$ cat config.mk
export PLATFORM = sky130hd
export DESIGN_NAME = rms_result_fifo
export DESIGN_NICKNAME = d
export VERILOG_FILES = /design/src/rtl/rms_result_fifo.sv
export SDC_FILE = /design/constraint.sdc
export NUM_CORES = 1
export LEC_CHECK = 0
export ABC_AREA = 1
export CORE_MARGIN = 3
export CORE_UTILIZATION = 40
export CTS_CLUSTER_SIZE = 16
export DETAILED_ROUTE_END_ITERATION = 10
export GPL_ROUTABILITY_DRIVEN = 0
export GPL_TIMING_DRIVEN = 0
export PLACE_DENSITY = 0.61
export SYNTH_ARGS = -nofsm -noshare
export SYNTH_HDL_FRONTEND = slang
export SYNTH_SLANG_ARGS = --single-unit
$ cat constraint.sdc
create_clock -name clk -period 7.5 [get_ports clk]
set_clock_uncertainty 0.1 [all_clocks]
set_input_delay 1.125 -clock clk [delete_from_list [all_inputs] [get_ports clk]]
set_output_delay 1.125 -clock clk [all_outputs]
set_load 0.1 [all_outputs]
$ cat src/rtl/rms_result_fifo.sv
// Result FIFO behind the RMS engine: tags each finished RMS value with a window
// sequence number and buffers it first-word-fall-through for the HPS bridge.
module rms_result_fifo #(
  parameter int WIDTH_DATA = 28,
  parameter int DEPTH      = 8,
  parameter int ADDR_W     = 3,
  parameter int SEQ_W      = 4
) (
  input  logic                        clk,
  input  logic                        reset,
  input  logic [WIDTH_DATA-1:0]       rms_in,
  input  logic                        rms_valid,
  input  logic                        rd_req,
  input  logic                        clear_ovf,
  output logic [SEQ_W+WIDTH_DATA-1:0] rd_data,
  output logic                        rd_valid,
  output logic [ADDR_W:0]             fifo_count,
  output logic                        overflow
);

  localparam logic [ADDR_W:0] FULL_CNT = (ADDR_W+1)'(DEPTH);

  logic [SEQ_W+WIDTH_DATA-1:0] mem [DEPTH];
  logic [ADDR_W-1:0]           wr_ptr;
  logic [ADDR_W-1:0]           rd_ptr;
  logic [SEQ_W-1:0]            seq;
  logic [ADDR_W:0]             count_nxt;
  logic                        full;
  logic                        pop;
  logic                        wr_en;
  logic                        drop;

  // A same-cycle pop frees a slot, so a write into a full FIFO still succeeds.
  assign full  = (fifo_count == FULL_CNT);
  assign pop   = rd_req && rd_valid;
  assign wr_en = rms_valid && (!full || pop);
  assign drop  = rms_valid && full && !pop;

  always_comb begin
    count_nxt = fifo_count;
    if (wr_en && !pop)
      count_nxt = fifo_count + (ADDR_W+1)'(1);
    else if (pop && !wr_en)
      count_nxt = fifo_count - (ADDR_W+1)'(1);
  end

  always_ff @(posedge clk or posedge reset) begin
    if (reset) begin
      wr_ptr     <= '0;
      rd_ptr     <= '0;
      seq        <= '0;
      fifo_count <= '0;
      rd_valid   <= 1'b0;
      overflow   <= 1'b0;
    end else begin
      if (wr_en)
        wr_ptr <= wr_ptr + ADDR_W'(1);
      if (pop)
        rd_ptr <= rd_ptr + ADDR_W'(1);
      if (rms_valid)
        seq <= seq + SEQ_W'(1);
      fifo_count <= count_nxt;
      rd_valid   <= (count_nxt != '0);
      // Drop beats a same-cycle clear so a lost window is never hidden.
      if (drop)
        overflow <= 1'b1;
      else if (clear_ovf)
        overflow <= 1'b0;
    end
  end

  always_ff @(posedge clk) begin
    if (wr_en)
      mem[wr_ptr] <= {seq, rms_in};
  end

  assign rd_data = rd_valid ? mem[rd_ptr] : '0;

endmodule

======== Word-level counts from Yosys, hierarchy flattened ========
Memory sizes are Yosys's and may differ from the RTL's.
Index checks and enable logic that the tools add are counted.
word-level totals
  register bits after elaboration ......... 16
  memory bits (writable) .................. 256
  bits of input ports ..................... 33
  output and inout port bits .............. 38
  memories kept ........................... 1
memories
  memory  words  width  rd ports  clocked after memory_dff  write ports  RTL line  RTL
  mem     8      32     1         0                         1            23        logic [SEQ_W+WIDTH_DATA-1:0] mem [DEPTH];
operators by class
  add/sub/neg operators ................... 5
  equality and inequality tests ........... 1
  multiplexer cells ....................... 7
  reduce and logical (&&, ||, !) cells .... 12
operators with widths
  cell                   count
  $mux W32               1
  $add A4 B1 Y4 const B  2
  $mux W4                2
  $add A3 B1 Y3 const B  2
  $logic_and A1 B1 Y1    6
  $eq A4 B4 Y1 const B   1
  $mux W1                4
  $reduce_bool A4 Y1     1
  $sub A4 B1 Y4 const B  1
  $logic_not A1 Y1       3
  $reduce_bool A2 Y1     1
  $logic_or A1 B1 Y1     1

======== Longest topological paths before layout ========
  word-level depth ........................ 9
  depth in mapped cells ................... 9

======== Least setup slack after synthesis ========
OpenSTA, ideal clock, no wires.
  path type ............................... flip-flop to output port
  start ................................... reg rd_valid
  end ..................................... out rd_data[21]
  data arrival time ....................... 2.650 ns
  path slack .............................. 3.625 ns
  stages on the path, launching flop included .. 4
  buffers on the path ..................... 1
  cells stage by stage .................... dfrtp_1 -> clkbuf_1 -> o21ai_0 -> nor2_1
between the ends
  cells in the longest elaborated chain, start to end .. 1
ends and longest elaborated chain
  what                    RTL line  RTL
  from (decl)             16        output logic rd_valid,
  from (signal assigned)  63        rd_valid <= (count_nxt != '0);
  $mux W32                77        assign rd_data = rd_valid ? mem[rd_ptr] : '0;
  to (decl)               15        output logic [SEQ_W+WIDTH_DATA-1:0] rd_data,
Every way passes these cells.

======== Worst setup path after layout ========
  start ................................... reg rd_ptr[0]
  end ..................................... out rd_data[30]
between the ends
  cells in the longest elaborated chain, start to end .. 2
ends and longest elaborated chain
  what                    RTL line  RTL
  from (decl)             25        logic [ADDR_W-1:0] rd_ptr;
  from (signal assigned)  59        rd_ptr <= rd_ptr + ADDR_W'(1);
  $mem_v2 Z8 W32          n/a
  $mux W32                77
Every way passes these cells.

==> qor.txt <==
Yosys cell types - 26
synth warn - 0
Layout Nets - 1049
Slew Viols, Final - 0
WP data required - 6.27 ns
critical-path cell list - buf_6 > clkbuf_1 > o21ai_0 > o21ai_1 > nor2_1 > nor2_1 > clkdlybuf4s50_1
largest net degree at the start of global routing - 25
count of final hold-check violations - 0
Die ar. - 29470 µm²
Die H - 171.7 µm
RSZ-0062 raised after global routing - false
setup TNS - 0 ns
core area - 26950 µm²
Max-cap violations - 0
clk buf depth - 3
Final ANT Viol Nets - 0
clk slew on worst S/H paths - 0.06 ns
worst-margin pin slew - 1.002 ns
mapped cell area - 10980 µm²
DIE WIDTH - 171.7 µm
Num CTS Buffers - 28
post-cts sizing count - 0
antenna cell count - 0
Critical Path End Type - output pin
Worst-Skew Late Latency - 0.53 ns
WP data arrival - 3.47 ns
CP peak stage delay - 1.20 ns
Most Frequent Cell on Critical Path - nor2_1
wire length of the first global-routing pass - 40800 µm
cells after synthesis - 903
flops & latches, synth - 272
Critical-path top delay cell - clkdlybuf4s50_1
clk sinks - 272
HPWL Detailed - 16550 µm
# IOs - 71
CTS HTree Levels - 1
Net Count, Synth - 942
met3 routed wirelength - 2042 µm
initial antenna violation count - 0
Avg Inst Size Synth - 12.16 µm²
Post-Route WL - 26660 µm
startpoint types - register
Initial Utilization - 40.73%
Std-Cell Rows - 60
post-DR wirelength/cell - 19.42 µm
via count - 7205
overflow left after global routing - 0
DR vias/cell - 5.248
CP Class - register to output pin
top layer in use - met4
root buf cell - clkbuf_16
fin crit share - 62.61%
routed length on met2 - 12880 µm
number of remaining DRC errors - 0
fill cell count - 2326
DR iter-0 viols - 630
share of layout cells above drive strength 1 - 8.818%
TritonCTS clock tree - built
Setup Buffers After CTS - 0
met1 WL - 11260 µm
Syn-to-layout area delta - 20.80%
peak fanout along the critical path - 10
IO buf count - 69
post-synthesis sequential area ratio - 73.67%
Worst slew margin - 32.99%
post-cts hold buffer count - 0
shortest period the worst path allows - 4.696 ns
Initial DRT Pass Iterations - 5
final setup fails - 0
number of global-route vias before repair - 7145
GRT Total Usage - 18.14%
status - finished clean
Max Fclk - 0.2130 GHz
Min-Delay Path Class - register to register
==> state kept, by name (all words and copies together) (netlist names) <==
register    cells
seq             4
rd_valid        1
wr_ptr          3
fifo_count      4
rd_ptr          3
mem           256
overflow        1
==> logic make-up (layout without fill, tap and decap cells) <==
kind of cell | count (synthesis) | in the layout | share of synthesized area [%]
flops | 272 | 272 | 73.67
compound gates | 227 | 227 | 10.36
buf+inv | 71 | 200 | 3.396
fa+ha+maj | 6 | 6 | 0.6838
xor+xnor | 9 | 9 | 0.7181
simple gates | 318 | 318 | 11.17
==> synthesized netlist by cell type <==
cell type | n | area (µm²)
buf_8 | 2 | 30.03
dfrtp_1 | 16 | 400.4
buf_6 | 2 | 22.52
inv_1 | 17 | 63.81
xnor2_1 | 1 | 8.760
or2_1 | 1 | 6.260
nand4_1 | 4 | 25.02
o21ai_0 | 151 | 755.7
nand2_2 | 1 | 6.260
nor2_2 | 1 | 6.260
nand2_1 | 38 | 142.6
buf_2 | 16 | 80.08
nand3_1 | 5 | 25.02
edfxtp_1 | 256 | 7687
ha_1 | 6 | 75.07
o22ai_1 | 1 | 6.260
xor2_1 | 8 | 70.07
buf_12 | 1 | 20.02
inv_2 | 1 | 3.750
buf_4 | 7 | 52.55
nand3_2 | 1 | 10.01
clkbuf_1 | 20 | 75.07
nor2_1 | 266 | 998.5
o21ai_1 | 75 | 375.4
or2_0 | 1 | 6.260
clkbuf_2 | 5 | 25.02
==> path summary, 6_finish.rpt <==
path / start / to / slack [ns] / cells past startpoint
max in group asynchronous: reset / rd_ptr[1] / 5.97 / 2
min: overflow / overflow / 0.43 / 2
min reg2reg: overflow / overflow / 0.43 / 2
min in group asynchronous: reset / fifo_count[1] / 0.89 / 2
max reg2reg: rd_valid / mem[1][14] / 4.76 / 7
max: rd_ptr[0] / rd_data[30] / 2.80 / 7
==> metrics by stage <==
step	cells	util [%]	worst slack, ns	instance area, µm²	hold WS (ns)
after floorplan	903	-	3.625	10980	0.3920
after global placement	1313	44.88	1.980	12100	0.4219
after detailed placement	1321	45.78	3.409	12340	0.4248
after CTS	1373	49.21	2.828	13260	0.4354
after global routing	1373	49.21	2.579	13260	0.4594
final	1373	49.21	2.804	13260	0.4348
==> final cells by class <==
| cell class | instances | area [µm²] | share of cell area (%) |
|---|---|---|---|
| buffer | 53 | 305.3 | 2.302 |
| clock buffer | 35 | 748.2 | 5.642 |
| clock inverter | 17 | 175.2 | 1.321 |
| inverter | 18 | 67.56 | 0.5095 |
| multi-input combinational | 560 | 2577 | 19.44 |
| sequential | 272 | 8088 | 60.99 |
| tap | 341 | 426.7 | 3.217 |
| timing repair buffer | 77 | 873.3 | 6.586 |
==> metal layers <==
layer  global-route usage, %  up-vias
met5                       0        -
met1                   24.98     3500
met4                   4.934        0
met3                   2.896       33
met2                   30.19      269
li1                        -     3403
==> critical path: cells and delay by family (launching register included) <==
| kind | cells | cell delay [ns] |
|---|---|---|
| buf+inv | 3 | 1.84 |
| flops | 1 | 0.42 |
| simple gates | 2 | 0.33 |
| compound gates | 2 | 0.33 |
==> cells in the final DEF, fill, tap and decap left out <==
master           netlist  routed
buf_12                 1       6
buf_16                 0       3
buf_2                 16      16
buf_4                  7       7
buf_6                  2       2
buf_8                  2       2
bufinv_16              0       4
clkbuf_1              20      26
clkbuf_16              0      29
clkbuf_2               5       5
clkdlybuf4s50_1        0      69
clkinv_1               0       8
clkinv_2               0       5
dfrtp_1               16      16
edfxtp_1             256     256
ha_1                   6       6
inv_1                 17      17
inv_2                  1       1
nand2_1               38      38
nand2_2                1       1
nand3_1                5       5
nand3_2                1       1
nand4_1                4       4
nor2_1               266     258
nor2_2                 1       1
nor2_4                 0       8
o21ai_0              151     151
o21ai_1               75      75
o22ai_1                1       1
or2_0                  1       1
or2_1                  1       1
xnor2_1                1       1
xor2_1                 8       8
Power is not shown: default switching activity piles up to over one toggle a cycle in this logic, so the estimate is an artifact.
